**config.mk**
```make
export PLATFORM = sky130hd
export DESIGN_NAME = cmp_share_sched_flat
export DESIGN_NICKNAME = d
export VERILOG_FILES = /design/src/rtl/cmp_share_sched_pkg.sv /design/src/rtl/cmp_share_sched_if.sv /design/src/rtl/cmp_share_sched_cmp3.sv /design/src/rtl/cmp_share_sched.sv /design/src/flat_wrapper.sv
export SDC_FILE = /design/constraint.sdc
export NUM_CORES = 1
export LEC_CHECK = 0
export ABC_AREA = 1
export BUFFER_PORTS_ARGS = -buffer_cell sky130_fd_sc_hd__buf_4
export CAP_MARGIN = 0
export CELL_PAD_IN_SITES_DETAIL_PLACEMENT = 0
export CELL_PAD_IN_SITES_GLOBAL_PLACEMENT = 1
export CORE_UTILIZATION = 35
export DETAILED_ROUTE_END_ITERATION = 10
export PLACE_DENSITY_LB_ADDON = 0.15
export SKIP_LAST_GASP = 1
export SYNTH_ARGS = -nofsm -noshare
export SYNTH_HDL_FRONTEND = slang
export SYNTH_SLANG_ARGS = --single-unit
```
**constraint.sdc**
```tcl
create_clock -name clk -period 8.9 [get_ports clk]
set_input_delay 2.225 -clock clk [delete_from_list [all_inputs] [get_ports clk]]
set_output_delay 2.225 -clock clk [all_outputs]
set_load 0.005 [all_outputs]
```
**src/rtl/cmp_share_sched_pkg.sv**
```systemverilog
`default_nettype none
// ============================================================================
// Module   : cmp_sched_pkg
// Purpose  : Shared types for the shared-comparator scheduler: FSM states,
//            the three-way comparison result and its all-zero constant.
// Revision : 1.0 - initial release
// ============================================================================
package cmp_sched_pkg;

  typedef enum logic [1:0] {
    IDLE = 2'd0,
    CMP  = 2'd1,
    RESP = 2'd2
  } cmp_state_t;

  typedef struct packed {
    logic gt;
    logic eq;
    logic lt;
  } cmp_res_t;

  localparam cmp_res_t CMP_RES_NONE = '{gt: 1'b0, eq: 1'b0, lt: 1'b0};

endpackage
`default_nettype wire

```
**src/rtl/cmp_share_sched_if.sv**
```systemverilog
`default_nettype none
// ============================================================================
// Module   : cmp_share_sched_if
// Purpose  : Requester channels plus the shared response channel of the
//            comparator scheduler. master = requesters/consumer side,
//            slave = scheduler side.
// Revision : 1.0 - initial release
// ============================================================================
interface cmp_share_sched_if #(
  parameter int N_REQ = 4,
  parameter int WIDTH = 16,
  parameter int ID_W  = $clog2(N_REQ)
);

  logic [N_REQ-1:0]       req_valid;
  logic [N_REQ-1:0]       req_ready;
  logic [N_REQ*WIDTH-1:0] req_a;
  logic [N_REQ*WIDTH-1:0] req_b;
  logic                   resp_valid;
  logic                   resp_ready;
  logic [ID_W-1:0]        resp_id;
  logic                   resp_gt;
  logic                   resp_eq;
  logic                   resp_lt;

  modport master (
    output req_valid, req_a, req_b, resp_ready,
    input  req_ready, resp_valid, resp_id, resp_gt, resp_eq, resp_lt
  );

  modport slave (
    input  req_valid, req_a, req_b, resp_ready,
    output req_ready, resp_valid, resp_id, resp_gt, resp_eq, resp_lt
  );

endinterface
`default_nettype wire

```
**src/rtl/cmp_share_sched_cmp3.sv**
```systemverilog
`default_nettype none
// ============================================================================
// Module   : cmp3_core
// Purpose  : Combinational unsigned three-way magnitude comparator. This is
//            the single resource shared among all requesters.
// Revision : 1.0 - initial release
// ============================================================================
module cmp3_core
  import cmp_sched_pkg::*;
#(
  parameter int WIDTH = 16
) (
  input  logic [WIDTH-1:0] a,
  input  logic [WIDTH-1:0] b,
  output cmp_res_t         res
);

  // Plain unsigned relational operators; exactly one flag is ever set.
  always_comb begin
    res    = CMP_RES_NONE;
    res.gt = (a > b);
    res.eq = (a == b);
    res.lt = (a < b);
  end

endmodule
`default_nettype wire

```
**src/rtl/cmp_share_sched.sv**
```systemverilog
`default_nettype none
// ============================================================================
// Module   : cmp_share_sched
// Purpose  : Round-robin scheduler sharing one three-way comparator among
//            N_REQ requesters. One comparison in flight: IDLE (grant and
//            capture operands) -> CMP (register result) -> RESP (hold until
//            the consumer accepts).
// Revision : 1.0 - initial release
// ============================================================================
module cmp_share_sched
  import cmp_sched_pkg::*;
#(
  parameter int N_REQ = 4,
  parameter int WIDTH = 16,
  parameter int ID_W  = $clog2(N_REQ)
) (
  input  logic             clk,
  input  logic             rst,
  cmp_share_sched_if.slave bus,
  output logic             busy
);

  cmp_state_t       state_q;
  cmp_state_t       state_d;
  logic [ID_W-1:0]  rr_ptr;
  logic [ID_W-1:0]  grant_id;
  logic             grant_vld;
  logic             take;
  logic [N_REQ-1:0] ready_d;
  logic [WIDTH-1:0] op_a;
  logic [WIDTH-1:0] op_b;
  logic [ID_W-1:0]  op_id;
  logic [ID_W-1:0]  res_id;
  cmp_res_t         cmp_out;
  cmp_res_t         res_q;

  // Requester index 'off' positions above 'base', wrapping at N_REQ
  // (N_REQ need not be a power of two).
  function automatic logic [ID_W-1:0] wrap_add(input logic [ID_W-1:0] base,
                                               input int off);
    int s;
    s = 32'(base) + off;
    if (s >= N_REQ) s = s - N_REQ;
    return ID_W'(s);
  endfunction

  // Round-robin search: first valid requester at or above rr_ptr.
  always_comb begin
    grant_vld = 1'b0;
    grant_id  = '0;
    for (int i = 0; i < N_REQ; i++) begin
      if (!grant_vld && bus.req_valid[wrap_add(rr_ptr, i)]) begin
        grant_vld = 1'b1;
        grant_id  = wrap_add(rr_ptr, i);
      end
    end
  end

  // Next-state and grant decode; ready is suppressed while reset is held.
  always_comb begin
    state_d = state_q;
    ready_d = '0;
    take    = 1'b0;
    case (state_q)
      IDLE: begin
        if (grant_vld && !rst) begin
          ready_d[grant_id] = 1'b1;
          take              = 1'b1;
          state_d           = CMP;
        end
      end
      CMP:     state_d = RESP;
      RESP:    if (bus.resp_ready) state_d = IDLE;
      default: state_d = IDLE;
    endcase
  end

  // FSM state register.
  always_ff @(posedge clk or posedge rst) begin
    if (rst) state_q <= IDLE;
    else     state_q <= state_d;
  end

  // Operand capture and pointer advance on the request handshake.
  always_ff @(posedge clk or posedge rst) begin
    if (rst) begin
      rr_ptr <= '0;
      op_a   <= '0;
      op_b   <= '0;
      op_id  <= '0;
    end else if (take) begin
      op_a   <= bus.req_a[grant_id*WIDTH +: WIDTH];
      op_b   <= bus.req_b[grant_id*WIDTH +: WIDTH];
      op_id  <= grant_id;
      rr_ptr <= wrap_add(grant_id, 1);
    end
  end

  cmp3_core #(.WIDTH(WIDTH)) u_cmp (
    .a   (op_a),
    .b   (op_b),
    .res (cmp_out)
  );

  // Result registers load in CMP and stay frozen through RESP.
  always_ff @(posedge clk or posedge rst) begin
    if (rst) begin
      res_q  <= CMP_RES_NONE;
      res_id <= '0;
    end else if (state_q == CMP) begin
      res_q  <= cmp_out;
      res_id <= op_id;
    end
  end

  assign bus.req_ready  = ready_d;
  assign bus.resp_valid = (state_q == RESP);
  assign bus.resp_id    = res_id;
  assign bus.resp_gt    = res_q.gt;
  assign bus.resp_eq    = res_q.eq;
  assign bus.resp_lt    = res_q.lt;
  assign busy           = (state_q != IDLE);

endmodule
`default_nettype wire

```
**src/flat_wrapper.sv**
```systemverilog
// flat-port wrapper written by rule: the top's interface ports become plain ports
module cmp_share_sched_flat import cmp_sched_pkg::*;
#(
  parameter int N_REQ = 4,
  parameter int WIDTH = 16,
  parameter int ID_W  = $clog2(N_REQ)
)
  (clk, rst, busy, bus_req_valid, bus_req_a, bus_req_b, bus_resp_ready, bus_req_ready, bus_resp_valid, bus_resp_id, bus_resp_gt, bus_resp_eq, bus_resp_lt);
  cmp_share_sched_if #(.N_REQ(N_REQ), .WIDTH(WIDTH), .ID_W(ID_W)) bus_i ();
  input  logic clk;
  input  logic rst;
  output logic busy;
  input wire logic [$bits(bus_i.req_valid)-1:0] bus_req_valid;
  input wire logic [$bits(bus_i.req_a)-1:0] bus_req_a;
  input wire logic [$bits(bus_i.req_b)-1:0] bus_req_b;
  input wire logic [$bits(bus_i.resp_ready)-1:0] bus_resp_ready;
  output wire logic [$bits(bus_i.req_ready)-1:0] bus_req_ready;
  output wire logic [$bits(bus_i.resp_valid)-1:0] bus_resp_valid;
  output wire logic [$bits(bus_i.resp_id)-1:0] bus_resp_id;
  output wire logic [$bits(bus_i.resp_gt)-1:0] bus_resp_gt;
  output wire logic [$bits(bus_i.resp_eq)-1:0] bus_resp_eq;
  output wire logic [$bits(bus_i.resp_lt)-1:0] bus_resp_lt;
  assign bus_i.req_valid = bus_req_valid;
  assign bus_i.req_a = bus_req_a;
  assign bus_i.req_b = bus_req_b;
  assign bus_i.resp_ready = bus_resp_ready;
  assign bus_req_ready = bus_i.req_ready;
  assign bus_resp_valid = bus_i.resp_valid;
  assign bus_resp_id = bus_i.resp_id;
  assign bus_resp_gt = bus_i.resp_gt;
  assign bus_resp_eq = bus_i.resp_eq;
  assign bus_resp_lt = bus_i.resp_lt;
  cmp_share_sched #(.N_REQ(N_REQ), .WIDTH(WIDTH), .ID_W(ID_W)) u_core (.clk(clk), .rst(rst), .bus(bus_i), .busy(busy));
endmodule
```
==> results of run 1 <==
[state kept, by name, indices dropped and copies added, names as in the netlist]
name / cells
u_core.bus.resp_lt: 1
u_core.op_a: 16
u_core.bus.resp_gt: 1
u_core.bus.resp_id: 2
u_core.state_q: 2
u_core.bus.resp_eq: 1
u_core.op_b: 16
u_core.rr_ptr: 2
u_core.op_id: 2
[critical path: cells and delay by family]
family	cells	cell delay, ns
and+or+nand+nor	6	1.23
adders and majority gates	1	0.25
buffers and inverters	6	0.92
[worst max-delay path by stage]
| stage | start | end |
|---|---|---|
| after CTS | bus_req_valid[3] | bus_req_ready[0] |
| after global placement | bus_req_valid[1] | bus_req_ready[2] |
| after global routing | bus_req_valid[1] | bus_req_ready[0] |
| final | bus_req_valid[3] | bus_req_ready[0] |
| after floorplan | rst | bus_req_ready[0] |
| after detailed placement | bus_req_valid[1] | bus_req_ready[0] |
[logic make-up after synthesis]
group,Yosys count,share of synthesized area [%]
buf+inv,111,13.8
fa+ha+maj,20,6.87
compound gates,22,3.50
flops,43,29.5
simple gates,407,46.3
[power groups by stage]
stage	combinational (W)	sequential (W)	clock (W)
finish	0.00131	0.000360	0.000113
global route	0.00155	0.000372	0.000125
CTS	0.00134	0.000361	0.000117
detailed placement	0.00133	0.000363	0
global placement	0.00130	0.000361	0
floorplan	0.00111	0.000338	0
[cell usage in the layout (no fill, tap or decap)]
cell type / netlist / final
inv_2: 6 / 7
clkbuf_1: 6 / 1
inv_1: 75 / 74
nor2_2: 1 / 1
o221ai_1: 1 / 1
buf_4: 4 / 147
nor3_1: 1 / 1
nand2_1: 312 / 312
nand2_4: 1 / 1
a21oi_1: 10 / 10
o21a_1: 2 / 2
o21ai_0: 6 / 6
nand3_2: 2 / 2
clkbuf_8: 0 / 5
nand4_1: 21 / 21
nor2_1: 15 / 15
ha_1: 20 / 20
dfrtp_1: 43 / 43
a21o_1: 1 / 1
nand3_1: 50 / 50
a41oi_1: 1 / 1
o211ai_1: 1 / 1
nand2_2: 2 / 2
inv_4: 1 / 1
nor2_4: 2 / 2
[cell type report]
cell class,count,share of cell area (%)
multi-input cells,449,43.1
inverters,82,6.47
flip-flops and latches,43,22.4
well taps,133,3.47
repair buffers,147,23.0
clock buffers,6,1.51
[metrics by stage]
step	area [µm²]	total power, W	utilization (%)
floorplan	3640	0.00145	-
global placement	4720	0.00167	47.6
detailed placement	4720	0.00170	47.6
CTS	4790	0.00182	48.4
global route	4790	0.00205	48.4
finish	4790	0.00179	48.4
[metal layers]
layer / vias to the layer above / wire, µm / part of all wire (%) / GRT usage [%]
li1: 2098 / - / - / -
met1: 1830 / 4530 / 46 / 24.3
met2: 73 / 4900 / 50 / 34.3
met3: 4 / 324 / 3.3 / 2.63
met4: 0 / 38 / 0.39 / 2.86
met5: - / 0 / 0 / 0
==> out/metrics.csv, run 1 <==
metric;value;unit
status;finished, final reports clean;
clk_skew;0.00487;ns
worst hold start;u_core.bus.resp_id[0]$_DFFE_PP0N_;
sequential area share after synthesis;29.5;%
internal power;0.000804;W
largest net degree at the start of global routing;69;
wire per inst;11.4;µm
Mapped Cells;603;
Synth cell types;26;
worst setup margin;2.00;ns
Buffers on Ports;145;
Vias;4005;
min-delay worst type;flop to flop;
CTS buffer count;5;
Die H;104;µm
Final min period;6.90;ns
Fillers;1082;
cell area after synthesis;0.00364;mm²
Clk pin slew, worst setup/hold paths;0.07;ns
CTS root buffer;clkbuf_8;
#FFs+latches synth;43;
grt ovf;0;
post-synth top area cell;nand2_1;
ANT nets after route;0;
Hold Path End;u_core.bus.resp_id[0]$_DFFE_PP0N_;
CTS tree;yes;
Final Max Slew Viols;0;
# setup viols final;0;
post-DR vias/cell;4.66;
FF-to-FF path depth;14;
All-Layer GR Usage;19.0;%
Worst Path Max Fanout;68;
area of the multi-input gates;0.00206;mm²
post-synth net total;758;
Crit-path slowest cell;nand3_1;
most common cell in the netlist;nand2_1;
post-place setup slack;2.01;ns
Die W;104;µm
reg2reg end;u_core.op_b[15]$_DFFE_PP0P_;
DRT Wirelength;9.79;mm
DR pass1 iterations;4;
Comb power frac;73.5;%
sw power;0.000982;W
Worst Hold Depth;2;
CORE AREA;0.00991;mm²
CP Cell Sequence;buf_4, inv_1, nand2_1, nand3_1, nand2_1, inv_2, nand3_1, nand3_2, buf_4, ha_1, inv_1, nor2_1, buf_4;
Post-synth EDFFs;0;
Area Growth Syn to Fin;31.6;%
largest cells by area after synthesis;nand2_1, dfrtp_1, inv_1;
synth cell count leaders;nand2_1, inv_1, nand3_1, dfrtp_1, nand4_1;
Worst R2R Start;u_core.rr_ptr[0]$_DFFE_PP0P_;
leakage;2.91;nW
initial core utilization;36.8;%
unrepaired setup endpoints after global routing;no;
# diodes;0;
Worst setup SP type;primary input;
antenna violations before repair;0;
Setup Buffers After CTS;0;
placed cells;854;
Nets;883;
# resized after CTS;0;
Non-Filler Instances;860;
worst skew pair latency;0.29;ns
row cnt;36;
FF/Latch Area;0.00108;mm²
Syn. warnings;0;
clock share of power;6.4;%
Final period util;77.5;%
Worst Path Arrival;4.67;ns
max frequency;145;MHz
max cap viols;0;
maximum resistive drop on vdd;0.301;mV
Yosys top cell area share;32.2;%
Hold Fails Final Rpt;0;
layout cells sized above 1;23.1;%
PD cells;372;mW/mm²
Flop pwr share;20.2;%
HPWL Detailed;7.69;mm
most used cell, CP;buf_4;
ys flop type;dfrtp_1;
Total Die Area;0.0108;mm²
Synth Area per Inst;6.04;µm²
internal reg-to-reg setup slack;5.91;ns
first-pass GRT wire length;17.4;mm
IO Pins;146;
CTS Hold Bufs;0;
Slowest Stage Delay on Critical Path;0.54;ns
setup TNS;0;ns
CTS Buffer Depth;2;
# DRC;0;
hold slack;0.481;ns
crit end category;primary output;
asr flop ratio synth;100;%
Relative slew margins;45.3;%
clock sink total;43;
Net Sw Frac;55.0;%
slew of the pin with the lowest slew margin;0.819;ns
GP Congestion;0.775;
vias in the first global route;4005;
worst path required time;6.68;ns
Crit Path Category;primary input to primary output;
H-tree depth;2;
starting DRC count in detailed routing;159;
No activity file was read; power rests on OpenSTA's default activity.
==> run 2, diff against run 1 <==
--- a/config.mk
+++ b/config.mk
@@ -5,7 +5,7 @@
 export SDC_FILE = /design/constraint.sdc
 export NUM_CORES = 1
 export LEC_CHECK = 0
-export ABC_AREA = 1
+export ABC_AREA = 0
 export BUFFER_PORTS_ARGS = -buffer_cell sky130_fd_sc_hd__buf_4
 export CAP_MARGIN = 0
 export CELL_PAD_IN_SITES_DETAIL_PLACEMENT = 0
==> constraint.sdc (replaced) <==
create_clock -name clk -period 6.6 [get_ports clk]
set_input_delay 1.65 -clock clk [delete_from_list [all_inputs] [get_ports clk]]
set_output_delay 1.65 -clock clk [all_outputs]
set_load 0.005 [all_outputs]
==> run 2 against run 1 <==
Effect of this change: die area down 12%; clock-buffer cell count unchanged; non-clock buffer count up 1; utilization increased by 1.6 points; sequential share of layout area up 2.1 points; largest power group unchanged.
==> out/metrics.csv, run 2 <==
metric;value;unit
All-Layer GR Usage;16.6;%
cell area after synthesis;0.00320;mm²
Net Sw Frac;41.2;%
Nets;588;
sequential area share after synthesis;33.7;%
grt peak-use layer;met2;
Total Die Area;0.00952;mm²
largest net degree at the start of global routing;44;
leakage;2.24;nW
Worst setup SP type;primary input;
DR pass1 iterations;4;
Syn. warnings;0;
wire per inst;14.3;µm
#FFs+latches synth;43;
CTS buffer count;5;
max cap viols;0;
most frequent cells in the layout;buf_4, mux2i_1, dfrtp_1;
clock sink total;43;
ys flop type;dfrtp_1;
Comb power frac;56.9;%
Flop pwr share;31.9;%
Final Power;0.00147;W
post-DR vias/cell;4.98;
DRT Wirelength;7.77;mm
Worst Path Arrival;3.14;ns
Die H;97.6;µm
Fillers;855;
Clk pin slew, worst setup/hold paths;0.08;ns
slew of the pin with the lowest slew margin;0.895;ns
most common cell after layout, fill and taps aside;buf_4;
clock share of power;11.2;%
FF-to-FF path depth;7;
status;finished, final reports clean;
worst skew pair latency;0.30;ns
initial core utilization;36.5;%
FF/Latch Area;0.00108;mm²
most common cell in the netlist;mux2i_1;
# resized after CTS;0;
Vias;2697;
sw power;0.000605;W
# DRC;0;
Synth Area per Inst;10.8;µm²
maximum resistive drop on vdd;0.154;mV
antenna violations before repair;0;
HPWL Detailed;5.92;mm
row cnt;34;
Final Max Slew Viols;0;
Area Growth Syn to Fin;37.1;%
Yosys top cell area share;33.7;%
Mapped Cells;297;
Final min period;4.79;ns
Worst Path Max Fanout;36;
max frequency;209;MHz
GR Layer Usage met2;29.7;%
CTS Hold Bufs;0;
CTS root buffer;clkbuf_8;
min-delay worst type;flop to flop;
Die W;97.6;µm
Relative slew margins;40.3;%
CORE AREA;0.00876;mm²
setup TNS;0;ns
layout cells sized above 1;44.7;%
CTS tree;yes;
Largest regs;u_core.op_a (16), u_core.op_b (16);
H-tree depth;2;
Synth cell types;35;
reg2reg end;u_core.op_a[4]$_DFFE_PP0P_;
GP Congestion;0.787;
placed cells;534;
Worst R2R Start;u_core.rr_ptr[1]$_DFFE_PP0P_;
GR Util met1;19.7;%
Final period util;72.5;%
grt ovf;0;
internal reg-to-reg setup slack;4.13;ns
PD cells;335;mW/mm²
worst hold start;u_core.op_id[1]$_DFFE_PP0P_;
worst setup margin;1.81;ns
CTS Buffer Depth;2;
first-pass GRT wire length;12.9;mm
Hold Fails Final Rpt;0;
unrepaired setup endpoints after global routing;no;
post-synth top area cell;dfrtp_1;
Crit Path Category;primary input to primary output;
Non-Filler Instances;542;
Hold Path End;u_core.op_id[1]$_DFFE_PP0P_;
post-place setup slack;1.78;ns
area of the multi-input gates;0.00187;mm²
Buffers on Ports;145;
Worst Hold Depth;2;
Post-synth EDFFs;0;
Setup Buffers After CTS;0;
IO Pins;146;
crit end category;primary output;
# diodes;0;
asr flop ratio synth;100;%
ANT nets after route;0;
clk_skew;0.00641;ns
# setup viols final;0;
starting DRC count in detailed routing;66;
met3 usage;3.74;%
largest cells by area after synthesis;dfrtp_1, mux2i_1, o221ai_2;
synth cell count leaders;mux2i_1, dfrtp_1, nand2_1, o221ai_2, inv_1;
worst path required time;4.95;ns
internal power;0.000864;W
post-synth net total;452;
vias in the first global route;2815;
run 2: how the worst max path moves through the flow:
stage | start | to | slack [ns]
3_5_place_dp | bus_req_valid[3] | bus_req_ready[3] | 1.78
3_3_place_gp | bus_req_valid[3] | bus_req_ready[3] | 1.82
5_1_grt | bus_req_valid[3] | bus_req_ready[3] | 1.72
4_1_cts | bus_req_valid[3] | bus_req_ready[3] | 1.78
2_1_floorplan | bus_req_valid[3] | bus_req_ready[1] | 2.26
6_report | bus_req_valid[3] | bus_req_ready[3] | 1.81
run 2: final cells by class:
class / instances / area share (%)
clock buffer: 6 / 1.66
clock inverter: 2 / 0.286
inverter: 26 / 2.34
multi-input combinational: 209 / 42.7
sequential: 43 / 24.6
tap: 108 / 3.08
timing repair buffer: 148 / 25.4
run 2: critical path, stage by stage:
cell      delay [ns]
buf_4           0.12
a21boi_1        0.15
o221ai_4        0.16
buf_4           0.49
inv_2           0.10
ha_1            0.21
and2_1          0.13
buf_4           0.13
run 2: power by group through the flow:
stage	clock [W]	sequential [W]	combinational (W)
global route	0.000180	0.000484	0.000944
global placement	0	0.000470	0.000843
CTS	0.000172	0.000470	0.000855
finish	0.000165	0.000468	0.000836
detailed placement	0	0.000475	0.000847
floorplan	0	0.000442	0.000670
run 2: metrics by stage:
stage | utilization (%) | hold slack [ns] | area, µm²
global route | 50.0 | 0.506 | 4380
floorplan | - | 0.442 | 3200
detailed placement | 49.0 | 0.474 | 4300
global placement | 49.0 | 0.455 | 4300
finish | 50.0 | 0.486 | 4380
CTS | 50.0 | 0.494 | 4380
run 2: routing by layer:
layer,up-vias,part of all wire [%]
met4,0,1.6
met1,1246,42
met3,11,5.4
li1,1356,-
met2,84,51
met5,-,0
run 2: kinds of logic after synthesis:
kind of cell,after synthesis,share of synthesized area [%]
flops,43,33.7
mux,67,21.1
buf+inv,45,8.10
compound gates,58,20.0
fa+ha+maj,20,7.83
simple gates,64,9.32
